<file path="src/rtl/demux_router.sv">
// demux_router
//   Sequential 1-to-NOUT demultiplexer. A single valid/ready word stream,
//   tagged with a 2-bit destination select, is steered into one of NOUT
//   per-channel 2-entry FIFOs. A stalled channel blocks only the words
//   addressed to it. Words addressed to a non-existent channel
//   (in_sel >= NOUT) are accepted, discarded and reported on drop.
//
// Parameters
//   WIDTH      data word width (default 16)
//   NOUT       number of output channels, 1..4 (default 4)
//
// Ports
//   clk        rising-edge clock
//   rst_n      asynchronous active-low reset
//   in_valid   producer offers a word
//   in_ready   word is accepted this cycle (depends on in_sel and
//              registered occupancy only; no path from out_ready)
//   in_data    offered word
//   in_sel     destination channel index
//   out_valid  bit k: channel k head word is valid
//   out_ready  bit k: consumer k takes the head word
//   out_data   channel k head word at [k*WIDTH +: WIDTH]
//   drop       one-cycle pulse after a word addressed to in_sel >= NOUT
//              was consumed
//   out_count  per-channel saturating 16-bit delivered-word counters,
//              [k*16 +: 16]; present only when DEMUX_ROUTER_COUNT_EN is
//              defined
//
// Build option
//   DEMUX_ROUTER_COUNT_EN  adds the per-channel pop counters and out_count.

module demux_router #(
  parameter int WIDTH = 16,
  parameter int NOUT  = 4
) (
  input  logic                    clk,
  input  logic                    rst_n,
  input  logic                    in_valid,
  output logic                    in_ready,
  input  logic [WIDTH-1:0]        in_data,
  input  logic [1:0]              in_sel,
  output logic [NOUT-1:0]         out_valid,
  input  logic [NOUT-1:0]         out_ready,
  output logic [NOUT*WIDTH-1:0]   out_data,
  output logic                    drop
`ifdef DEMUX_ROUTER_COUNT_EN
  ,
  output logic [NOUT*16-1:0]      out_count
`endif
);

  // Channel count widened by one bit so in_sel can be compared against 4.
  localparam logic [2:0] NOUT_W = 3'(NOUT);

  logic [1:0] occ_s [NOUT];
  logic       ready_s;
  logic       accept_s;
  logic       discard_s;
  logic       drop_r;

  // A word for a non-existent channel is always accepted and thrown away.
  assign discard_s = in_valid && ({1'b0, in_sel} >= NOUT_W);

  // Ready is high unless the addressed channel is full; unknown selects
  // match no channel and therefore stay ready.
  always_comb begin
    ready_s = 1'b1;
    for (int k = 0; k < NOUT; k++) begin
      if (in_sel == k[1:0]) begin
        ready_s = (occ_s[k] != 2'd2);
      end else begin
        ready_s = ready_s;
      end
    end
  end

  assign in_ready = ready_s;
  assign accept_s = in_valid && ready_s;

  // Drop pulse register: high for the cycle following each discard.
  always_ff @(posedge clk or negedge rst_n) begin
    if (!rst_n) begin
      drop_r <= 1'b0;
    end else begin
      drop_r <= discard_s;
    end
  end

  assign drop = drop_r;

  for (genvar k = 0; k < NOUT; k++) begin : g_ch
    localparam logic [1:0] CH = 2'(k);

    logic [WIDTH-1:0] ent0_r;
    logic [WIDTH-1:0] ent1_r;
    logic             wptr_r;
    logic             rptr_r;
    logic [1:0]       occ_r;
    logic             push_s;
    logic             pop_s;

    assign push_s = accept_s && (in_sel == CH);
    assign pop_s  = (occ_r != 2'd0) && out_ready[k];

    // Channel FIFO: two entries, toggling pointers, occupancy 0..2.
    // Push and pop together leave occupancy unchanged.
    always_ff @(posedge clk or negedge rst_n) begin
      if (!rst_n) begin
        ent0_r <= {WIDTH{1'b0}};
        ent1_r <= {WIDTH{1'b0}};
        wptr_r <= 1'b0;
        rptr_r <= 1'b0;
        occ_r  <= 2'd0;
      end else begin
        if (push_s) begin
          if (wptr_r) begin
            ent1_r <= in_data;
          end else begin
            ent0_r <= in_data;
          end
          wptr_r <= ~wptr_r;
        end
        if (pop_s) begin
          rptr_r <= ~rptr_r;
        end
        case ({push_s, pop_s})
          2'b10:   occ_r <= occ_r + 2'd1;
          2'b01:   occ_r <= occ_r - 2'd1;
          default: occ_r <= occ_r;
        endcase
      end
    end

    assign occ_s[k]                     = occ_r;
    assign out_valid[k]                 = (occ_r != 2'd0);
    assign out_data[k*WIDTH +: WIDTH]   = rptr_r ? ent1_r : ent0_r;

`ifdef DEMUX_ROUTER_COUNT_EN
    logic [15:0] cnt_r;

    // Delivered-word counter, saturating at all ones.
    always_ff @(posedge clk or negedge rst_n) begin
      if (!rst_n) begin
        cnt_r <= 16'd0;
      end else if (pop_s && (cnt_r != 16'hFFFF)) begin
        cnt_r <= cnt_r + 16'd1;
      end else begin
        cnt_r <= cnt_r;
      end
    end

    assign out_count[k*16 +: 16] = cnt_r;
`endif
  end

endmodule

</file>
<file path="config.mk">
export PLATFORM = sky130hd
export DESIGN_NAME = demux_router
export DESIGN_NICKNAME = d
export VERILOG_FILES = /design/src/rtl/demux_router.sv
export SDC_FILE = /design/constraint.sdc
export NUM_CORES = 1
export LEC_CHECK = 0
export ABC_AREA = 1
export BUFFER_PORTS_ARGS = -buffer_cell sky130_fd_sc_hd__buf_2
export CAP_MARGIN = 0
export CORE_ASPECT_RATIO = 2
export CORE_MARGIN = 2
export CORE_UTILIZATION = 35
export CTS_BUF_LIST = sky130_fd_sc_hd__clkbuf_8
export DETAILED_ROUTE_END_ITERATION = 16
export PLACE_DENSITY = 0.62
export SYNTH_ARGS = -nofsm -noshare
export SYNTH_HDL_FRONTEND = slang
export SYNTH_SLANG_ARGS = --single-unit
</file>
<file path="constraint.sdc">
create_clock -name clk -period 2.05 [get_ports clk]
set_clock_uncertainty 0.15 [all_clocks]
set_input_delay 0.3075 -clock clk [delete_from_list [all_inputs] [get_ports clk]]
set_output_delay 0.3075 -clock clk [all_outputs]
set_load 0.01 [all_outputs]
</file>
==> results.cfg <==
[cts]
cts_made_buffers = 17
cts-root-buf = clkbuf_8
clkTransAtPathRegs_ps = 80
cts_sinks = 144
cts_tree = yes
clk_path_buf_depth = 2
clkLatencyLatePin_ps = 460
h-tree-depth = 4

[min_path]
hold_class = in2reg
worstHoldStart = in_data[1]
hold_end = g_ch[3].ent1_r[1]
min_path_cells = 3

[sta]
fin_tns_setup_ps = 0
rsz0062_at_grt = true
hold_viol = 0
period_minus_slack_ps = 1990
relSlewSlack_pct = 65.4
setup_viol = 0
post-route-period-util_pct = 97.0
worst_pin_slew_ps = 518
maxSlewViolCount = 0
max_freq_mhz = 503
fin_hold_ws_ps = 61.1

[logic_synthesis]
synthFlopType = dfrtp_1
synth_nets = 893
syn_inst = 864
ys_ff_latch = 144
yosysTopAreaCellShare_pct = 51.5
synthesis.area_sq_mm = 0.00700
synth_top_area_cell = dfrtp_1
syn_area_per_cell_sq_um = 8.10
synth_edf_count = 0
ys_types = 27
synth.top_cells.by_count = nand2_1, dfrtp_1, nand4_1
synth.most_common_cell = nand2_1
async_flop_share_pct = 100
seq_area_frac_synth_pct = 51.5
netlist_top_cells_area = dfrtp_1, nand2_1, nand4_1
ys_warn_count = 0

[pwr]
power.internal_uw = 7630
power_uw = 13200
seq_power_share_pct = 37.9
p_clk_share_pct = 18.1
swShare_pct = 42.0
total_leakage_power_uw = 0.00446
powerDensity_mw_per_mm2 = 1570
comb_power_share_pct = 43.9
irDropWorstVdd_uv = 443
p_sw_uw = 5520

[critical_path]
max_stage_delay_ps = 400
required_ps = 1590
cp-end-kind = output pin
path_cells = inv_2, nor2_2, nand2_1, buf_4, nand3_4, nor2_8, buf_6
r2r_start = g_ch[1].occ_r[1]
r2r_cells = 10
cp-start-kind = flop
slowest_stage = dfrtp_1
reg2reg_slack_ps = 130
path_class = reg2out
cp.arrival_ps = 1530
r2r_end = g_ch[2].occ_r[1]
cp_max_fo = 2

[grt]
antenna_found_initial = 0
grt_pass1_wl_mm = 32.4
grt_pass1_vias = 6086
overflow = 0
track_usage_pct = 19.7
grt_max_degree = 65

[die]
fp.dieW_um = 104
rows = 73
dieArea_sq_mm = 0.0212
core_sq_mm = 0.0197
start_util_pct = 35.5
ios = 95
die_h_um = 204

[job]
maxCapViolCount = 0

[drt]
num_vias = 6055
wire_per_inst_um = 16.5
drt-initial-drc-count = 397
drt_first_pass_iters = 5
vias_per_cell = 4.91
drt.antenna.violating_nets = 0
drc = 0
wirelength_mm = 20.4

[outcome]
status = finished, final reports clean

[cells_and_area]
num_antenna_cells = 0
fin_nets = 988
final_layout_size_suffix_gt1_share_pct = 21.8
area_growth_pct = 19.9

[placed_design]
numPortBuffers = 93
hpwl_mm = 13.8
gp_congestion = 0.815
==> cells in the final DEF, fill, tap and decap left out, drive strengths merged, types with 8 or more instances in the layout <==
cell type	count
nor2	11
xor2	8
dfrtp	144
o21ai	52
inv	33
nand2	418
clkinv	13
nand4	104
clkbuf	17
buf	142
==> sequential cells by signal, indices dropped and copies added, names as in the netlist <==
signal       flops
g_ch.wptr_r      4
g_ch.rptr_r      4
g_ch.ent0_r     64
g_ch.occ_r       8
g_ch.ent1_r     64
==> area by class of cell <==
| type | instances | area (sq um) |
|---|---|---|
| Fill cell | 2087 | 11300 |
| Sequential cell | 144 | 3610 |
| Multi-Input combinational cell | 613 | 2930 |
| Timing Repair Buffer | 147 | 966 |
| Tap cell | 262 | 328 |
| Clock buffer | 17 | 234 |
| Clock inverter | 15 | 185 |
| Inverter | 36 | 139 |
==> layer usage <==
metal	track usage (%)	vias up	share of wire, %
met3	3.44	46	4.7
met5	0	-	0
met1	22.2	2874	38
met2	34.8	154	53
met4	11.7	0	4.6
li1	-	2981	-
==> power groups by stage <==
| stage | Sequential, uW | Clock, uW | Combinational, uW |
|---|---|---|---|
| after CTS | 4980 | 2440 | 5740 |
| after global routing | 5170 | 2550 | 6530 |
| final | 4990 | 2390 | 5770 |
| after detailed placement | 5020 | 0 | 5670 |
| after global placement | 4970 | 0 | 5600 |
| after floorplan | 4760 | 0 | 3720 |
==> worst max path at each step <==
stage | from | endpoint | slack (ps) | cells past startpoint
floorplan | g_ch[2].occ_r[1] | g_ch[1].occ_r[1] | 8 | 11
CTS | g_ch[2].occ_r[0] | in_ready | -10 | 6
global route | g_ch[1].occ_r[1] | g_ch[0].occ_r[1] | -10 | 10
global placement | in_sel[1] | g_ch[2].occ_r[1] | 40 | 9
detailed placement | in_sel[1] | g_ch[2].occ_r[1] | 2 | 9
finish | g_ch[2].occ_r[1] | in_ready | 60 | 7
==> worst max-delay path, delay by kind of cell, from the launching register on <==
family | cells | cell delay, ps
and+or+nand+nor | 4 | 350
buffers and inverters | 3 | 320
DFF | 1 | 400
==> metrics by stage <==
step           instance area (sq um)  std cells  worst slack, ps  util [%]
2_1_floorplan                   7000        864             7.55         -
3_3_place_gp                    7770       1189             44.5      39.4
3_5_place_dp                    7770       1189             2.49      39.4
4_1_cts                         8250       1227            -11.5      41.8
5_1_grt                         8390       1234            -9.67      42.5
6_report                        8390       1234             62.1      42.5
==> logic make-up after synthesis <==
logic type | after synthesis | synth area share (%)
flip-flops | 144 | 51.5
other | 1 | 0.0536
adder cells (fa/ha/maj) | 4 | 0.715
AO/OA/AOI/OAI | 56 | 4.01
AND/OR/NAND/NOR | 538 | 35.1
XOR/XNOR | 13 | 1.63
buffers and inverters | 108 | 7.03
==> timing repair <==
item / 4_1_cts / 5_1_grt
hold buffers: 5 / 0
cloned: 0 / 1
pin swaps: 1 / 4
resized for setup: 5 / 20
hold endpoints to repair: 52 / 0
setup buffers: 1 / 6
endpoints found under the setup margin: 36 / 102
Power figures use the tool's default switching activity.
